<file path="config.mk">
export PLATFORM = sky130hd
export DESIGN_NAME = mult_sched_flat
export DESIGN_NICKNAME = d
export VERILOG_FILES = /design/src/rtl/mult_sched_if.sv /design/src/rtl/mult_sched.sv /design/src/flat_wrapper.sv
export SDC_FILE = /design/constraint.sdc
export NUM_CORES = 1
export LEC_CHECK = 0
export CAP_MARGIN = 0
export CORE_AREA = 2 2 361 363
export DETAILED_ROUTE_END_ITERATION = 7
export DIE_AREA = 0 0 363 365
export PLACE_DENSITY_LB_ADDON = 0.08
export SKIP_CTS_REPAIR_TIMING = 1
export SYNTH_ARGS = -nofsm -noshare
export SYNTH_HDL_FRONTEND = slang
export SYNTH_SLANG_ARGS = --single-unit
</file>
<file path="constraint.sdc">
create_clock -name clk -period 4.7 [get_ports clk]
set_input_delay 0.94 -clock clk [delete_from_list [all_inputs] [get_ports clk]]
set_output_delay 0.94 -clock clk [all_outputs]
set_load 0.01 [all_outputs]
</file>
<file path="src/rtl/mult_sched_if.sv">
// Request/response bus between the requesters and the multiplier scheduler.
// Operands are packed 64 bits per requester, lowest requester in the low bits.
interface mult_sched_if #(
    parameter int NREQ = 4
);
    logic [NREQ-1:0]      req_valid;
    logic [NREQ-1:0]      req_ready;
    logic [NREQ-1:0]      req_signed;
    logic [64*NREQ-1:0]   req_a;
    logic [64*NREQ-1:0]   req_b;
    logic [NREQ-1:0]      res_valid;
    logic [127:0]         res_o;

    modport master (
        output req_valid, req_signed, req_a, req_b,
        input  req_ready, res_valid, res_o
    );

    modport slave (
        input  req_valid, req_signed, req_a, req_b,
        output req_ready, res_valid, res_o
    );
endinterface

</file>
<file path="src/rtl/mult_sched.sv">
// Round-robin scheduler sharing one pipelined 64x64 unsigned multiplier.
// Signed operands go in as magnitudes; the product is negated on the way out.
module mult_sched #(
    parameter int NREQ    = 4,
    parameter int MUL_LAT = 4
) (
    input  logic          clk,
    input  logic          rst_n,
    mult_sched_if.slave   rq,
    output logic          mul_ce,
    output logic [63:0]   mul_a,
    output logic [63:0]   mul_b,
    input  logic [127:0]  mul_o,
    output logic          idle
);
    localparam int IW = $clog2(NREQ);

    typedef struct packed {
        logic          v;
        logic [IW-1:0] id;
        logic          neg;
    } tag_t;

    logic [IW-1:0]   r_rr;
    logic [63:0]     r_mul_a;
    logic [63:0]     r_mul_b;
    tag_t            r_itag;
    tag_t            r_tag [MUL_LAT];
    logic [NREQ-1:0] r_rv;
    logic [127:0]    r_res;

    logic            w_hs;
    logic [IW-1:0]   w_gid;
    logic [IW-1:0]   w_idx;
    logic [NREQ-1:0] w_gnt;
    logic            w_s;
    logic [63:0]     w_a;
    logic [63:0]     w_b;
    logic [63:0]     w_ma;
    logic [63:0]     w_mb;
    logic            w_neg;
    logic [127:0]    w_res;
    logic            w_busy;
    tag_t            w_last;

    // First valid requester at or after rr+1, wrapping modulo NREQ
    always_comb begin
        w_hs  = 1'b0;
        w_gid = r_rr;
        w_idx = '0;
        w_gnt = '0;
        for (int k = 1; k <= NREQ; k++) begin
            w_idx = IW'((int'(r_rr) + k) % NREQ);
            if (!w_hs && rq.req_valid[w_idx]) begin
                w_hs  = 1'b1;
                w_gid = w_idx;
            end
        end
        w_hs = w_hs & rst_n;
        if (w_hs)
            w_gnt[w_gid] = 1'b1;
    end

    assign rq.req_ready = w_gnt;

    always_comb begin
        w_s   = rq.req_signed[w_gid];
        w_a   = rq.req_a[64*w_gid +: 64];
        w_b   = rq.req_b[64*w_gid +: 64];
        w_ma  = (w_s & w_a[63]) ? (~w_a + 64'd1) : w_a;
        w_mb  = (w_s & w_b[63]) ? (~w_b + 64'd1) : w_b;
        w_neg = w_s & (w_a[63] ^ w_b[63]);
    end

    assign w_last = r_tag[MUL_LAT-1];
    assign w_res  = w_last.neg ? (~mul_o + 128'd1) : mul_o;

    always_ff @(posedge clk or negedge rst_n) begin
        if (!rst_n) begin
            r_rr    <= IW'(NREQ-1);
            r_mul_a <= '0;
            r_mul_b <= '0;
            r_itag  <= '0;
            for (int i = 0; i < MUL_LAT; i++)
                r_tag[i] <= '0;
            r_rv    <= '0;
            r_res   <= '0;
        end else begin
            if (w_hs) begin
                r_rr    <= w_gid;
                r_mul_a <= w_ma;
                r_mul_b <= w_mb;
                r_itag  <= '{v: 1'b1, id: w_gid, neg: w_neg};
            end else begin
                r_itag  <= '0;
            end
            // Tags trail the operands so the last stage lines up with mul_o
            r_tag[0] <= r_itag;
            for (int i = 1; i < MUL_LAT; i++)
                r_tag[i] <= r_tag[i-1];
            if (w_last.v) begin
                r_res <= w_res;
                r_rv  <= {{(NREQ-1){1'b0}}, 1'b1} << w_last.id;
            end else begin
                r_rv  <= '0;
            end
        end
    end

    always_comb begin
        w_busy = r_itag.v | (|r_rv);
        for (int i = 0; i < MUL_LAT; i++)
            w_busy = w_busy | r_tag[i].v;
    end

    assign idle         = ~w_busy;
    assign mul_ce       = rst_n;
    assign mul_a        = r_mul_a;
    assign mul_b        = r_mul_b;
    assign rq.res_valid = r_rv;
    assign rq.res_o     = r_res;
endmodule

</file>
<file path="src/flat_wrapper.sv">
// flat-port wrapper written by rule: the top's interface ports become plain ports
module mult_sched_flat 
#(
    parameter int NREQ    = 4,
    parameter int MUL_LAT = 4
)
  (clk, rst_n, mul_ce, mul_a, mul_b, mul_o, idle, rq_req_valid, rq_req_signed, rq_req_a, rq_req_b, rq_req_ready, rq_res_valid, rq_res_o);
  mult_sched_if #(.NREQ(NREQ)) rq_i ();
  input  logic clk;
  input  logic rst_n;
  output logic mul_ce;
  output logic [63:0] mul_a;
  output logic [63:0] mul_b;
  input  logic [127:0] mul_o;
  output logic idle;
  input wire logic [$bits(rq_i.req_valid)-1:0] rq_req_valid;
  input wire logic [$bits(rq_i.req_signed)-1:0] rq_req_signed;
  input wire logic [$bits(rq_i.req_a)-1:0] rq_req_a;
  input wire logic [$bits(rq_i.req_b)-1:0] rq_req_b;
  output wire logic [$bits(rq_i.req_ready)-1:0] rq_req_ready;
  output wire logic [$bits(rq_i.res_valid)-1:0] rq_res_valid;
  output wire logic [$bits(rq_i.res_o)-1:0] rq_res_o;
  assign rq_i.req_valid = rq_req_valid;
  assign rq_i.req_signed = rq_req_signed;
  assign rq_i.req_a = rq_req_a;
  assign rq_i.req_b = rq_req_b;
  assign rq_req_ready = rq_i.req_ready;
  assign rq_res_valid = rq_i.res_valid;
  assign rq_res_o = rq_i.res_o;
  mult_sched #(.NREQ(NREQ), .MUL_LAT(MUL_LAT)) u_core (.clk(clk), .rst_n(rst_n), .rq(rq_i), .mul_ce(mul_ce), .mul_a(mul_a), .mul_b(mul_b), .mul_o(mul_o), .idle(idle));
endmodule
</file>
==> results.md <==
* Status: complete, no violations
* Htree depth at 2
* Post-DR vias/cell at between 4 and 5
* Starting Density at 16.3%
* Clock power frac at a little under a fifth
* Pwr Density at 495 mW/mm2
* Area Overhead vs Synth at 76.0%
* Deepest clock path buffer count at 3
* Leakage at ~15 nW
* Syn avg cell area at 8.50 um2
* Critical Path AT at 4950 ps
* Worst-Margin Slew at 978 ps
* Clock Sinks at roughly 280
* Setup TNS at 0 ps
* Internal power at between 10 and 15 mW
* Root buffer cell: clkbuf_16
* Die width at roughly 360 um
* DRT antenna net count at 0
* Placer Congestion at slightly above 0.8
* Synthesized area at about 0.021 mm2
* Sw Pwr at ~7.7 mW
* Ys async rst share at 100%
* CTS buffer count at between 40 and 50
* Critical path peak fanout at 34
* Switching share of power at 41.9%
* Top FF cell, synth: dfrtp_1
* DRC Markers at 0
* Register area share after synthesis at around a third
* Port Buffer Count at 915
* Inst Count DP at about 5300
* Total I/O pin count at ~920
* Kind of end point of the critical path: register
* Final setup violation count at 0
* Relative slew slack at 34.8%
* Startpoint types: input port
* FMAX at between 200 and 250 MHz
* Cell Rows at between 100 and 150
* Routed vias at about 24000
* Final Net Count at 4348
* Core area at around 0.13 mm2
* EDFF count, synth at 0
* Period utilization at roughly 96%
* HP Class: input port to asynchronous set/reset pin
* Flops & latches, synth at around 280
* VDD IR max at roughly 0.24 mV
* Congestion Overflow GR at 0
* Post-layout min period at 4500 ps
* Util after Layout at 28.7%
* DRT iter0 DRCs at 1416
* Skew final at roughly 20 ps
* Gate power share at between 50% and 60%
* Global-route wire length before repair at about 190 mm
* Final std cells w/o fill at 5424
* Wire length per cell at about 26 um
* Total Power at roughly 18 mW
* Die area at between 0.1 and 0.15 mm2
* Clk Latency, worst-skew pair at ~610 ps
* Total Wirelength at approximately 140 mm
* Hold Vio Cnt, Final at 0
* Overall die height at between 300 and 400 um
* Post-DP HPWL at roughly 110 mm
* Clk slew on worst S/H paths at approximately 50 ps
* Initial DRT Pass Iterations at 7
* Slew Limit Fails at 0
* Vias in the first global route at approximately 25000
* Max-cap viol count at 0
* GRT Total Usage at between 20% and 30%
* Share of cells above drive strength 1 at 17.8%
* FF-to-FF path depth at 15
* Yosys Warn Count at 0
* Syn_nets at between 3000 and 4000
* Initial antenna violation count at 61
* Yosys cell types at 75
* CTS tree: done
* CP required at ~5200 ps
* Largest net degree at the start of global routing at around 180
* Post-Syn Instances at around 2500
* Share of power burned in registers at 21.8%
* Setup CP Type: input port to register
## power groups by stage
stage	Clock, mW	Combinational (mW)	Sequential [mW]
finish	3.50	10.8	3.98
global route	3.72	11.7	4.10
CTS	3.64	11.0	4.00
detailed placement	0	11.0	4.02
global placement	0	11.0	4.03
floorplan	0	4.35	4.19
## through the flow
| stage | setup slack [ps] | instance area (um2) | hold slack (ps) |
|---|---|---|---|
| finish | 196 | 37000 | 203 |
| global route | -15.2 | 36900 | 184 |
| CTS | -205 | 36800 | 163 |
| detailed placement | -772 | 35300 | 336 |
| global placement | -741 | 35300 | 334 |
| floorplan | 113 | 21000 | 331 |
## cell families (layout without fill, tap and decap cells)
logic type,after synthesis,after routing,synth area share [%]
AND/OR/NAND/NOR,815,815,19.5
AO/OA/AOI/OAI,800,800,26.5
buffers and inverters,216,1472,4.59
adder cells (fa/ha/maj),3,3,0.179
other,0,21,0
XOR/XNOR,234,234,9.75
multiplexers,122,122,5.93
flip-flops,282,282,33.6
## synth_stat cells (all sizes together) (15+ instances only)
cell / count / area share [%]
dfrtp: 280 / 33
nand2: 269 / 4.8
nor2: 195 / 3.5
xor2: 180 / 7.5
a21oi: 178 / 4.2
o21ai: 156 / 3.7
clkbuf: 129 / 2.3
mux2i: 102 / 4.9
o31a: 93 / 3.9
buf: 75 / 2.1
a211o: 74 / 3.1
and2: 74 / 2.2
a221oi: 59 / 2.5
xnor2: 54 / 2.3
o31ai: 47 / 1.7
or2: 42 / 1.3
a31oi: 35 / 1.0
nor4: 33 / 1.2
nand3: 31 / 0.76
nor3: 30 / 0.71
o41ai: 28 / 1.4
a22oi: 27 / 0.96
a41oi: 27 / 1.1
or3: 27 / 0.85
or4: 23 / 0.93
a211oi: 21 / 0.75
mux2: 20 / 1.1
nand4: 19 / 0.63
and3: 17 / 0.51
nand2b: 16 / 0.48
a22o: 15 / 0.63
## layout make-up
class / count / area (um2)
Fill cell: 13800 / 91700
Multi-Input combinational cell: 1974 / 13200
Timing Repair Buffer: 1382 / 13100
Sequential cell: 282 / 7070
Tap cell: 1675 / 2100
Clock buffer: 59 / 1260
Clock inverter: 19 / 216
Antenna cell: 21 / 52.6
Inverter: 12 / 45.0
## metal layers
metal,share of wire [%],up-vias,GRT usage (%)
met5,0.21,-,0
met4,2.1,50,4.86
met3,7.6,172,6.30
met2,48,756,34.6
met1,42,11600,24.5
li1,-,11600,-
## worst max-delay path, stage by stage
cell             delay (ps)
clkdlybuf4s50_1         480
nand2b_1                200
nor2_4                   90
or3_4                   490
buf_4                   210
buf_12                  170
a221oi_2                660
buf_4                   220
or2_2                   150
nand2_1                 200
buf_4                   200
nor3_1                  270
buf_4                   180
a31oi_1                 110
xnor2_1                 210
o21ai_0                 100
## layout by cell type (no fill, tap or decap), types with 10 or more instances in the layout
master           instances
o21ai_0                153
o31ai_1                 46
a41oi_1                 27
clkinv_2                11
and3_1                  17
o41ai_1                 20
nand2b_1                16
nor2_1                 191
nand2_1                266
nor4_1                  25
clkbuf_8                10
a211oi_1                19
inv_1                   11
clkdlybuf4s50_1        911
or4_1                   17
xor2_1                 180
nand3_1                 29
a21oi_1                177
and2_1                  73
buf_12                  30
xnor2_1                 54
diode_2                 21
o31a_1                  93
buf_4                  437
dfrtp_1                278
a31oi_1                 35
a221oi_1                55
mux2_2                  20
nand4_1                 17
a22o_1                  15
or3_1                   24
a22oi_1                 26
a211o_1                 74
clkbuf_16               44
o22a_1                  11
mux2i_1                 99
nor3_1                  28
or2_2                   40
## registers in the layout, indices dropped and copies added, names as in the netlist
register	count
u_core.rq.res_o	128
u_core.mul_a	64
u_core.mul_b	64
u_core.r_tag	16
u_core.r_itag	4
u_core.rq.res_valid	4
u_core.r_rr	2
## final timing paths
path	start	endpoint	slack, ps
min in group clk	u_core.r_tag[12]	u_core.r_tag[8]	340
worst max register to register	u_core.r_rr[0]	u_core.mul_a[27]	450
worst min register to register	u_core.r_tag[12]	u_core.r_tag[8]	340
worst max-delay path	rq_req_valid[1]	u_core.mul_a[27]	200
max in group asynchronous	rst_n	u_core.mul_b[31]	2730
worst min-delay path	rst_n	u_core.rq.res_o[69]	200
Note: power is estimated with default switching activity, not from simulation.
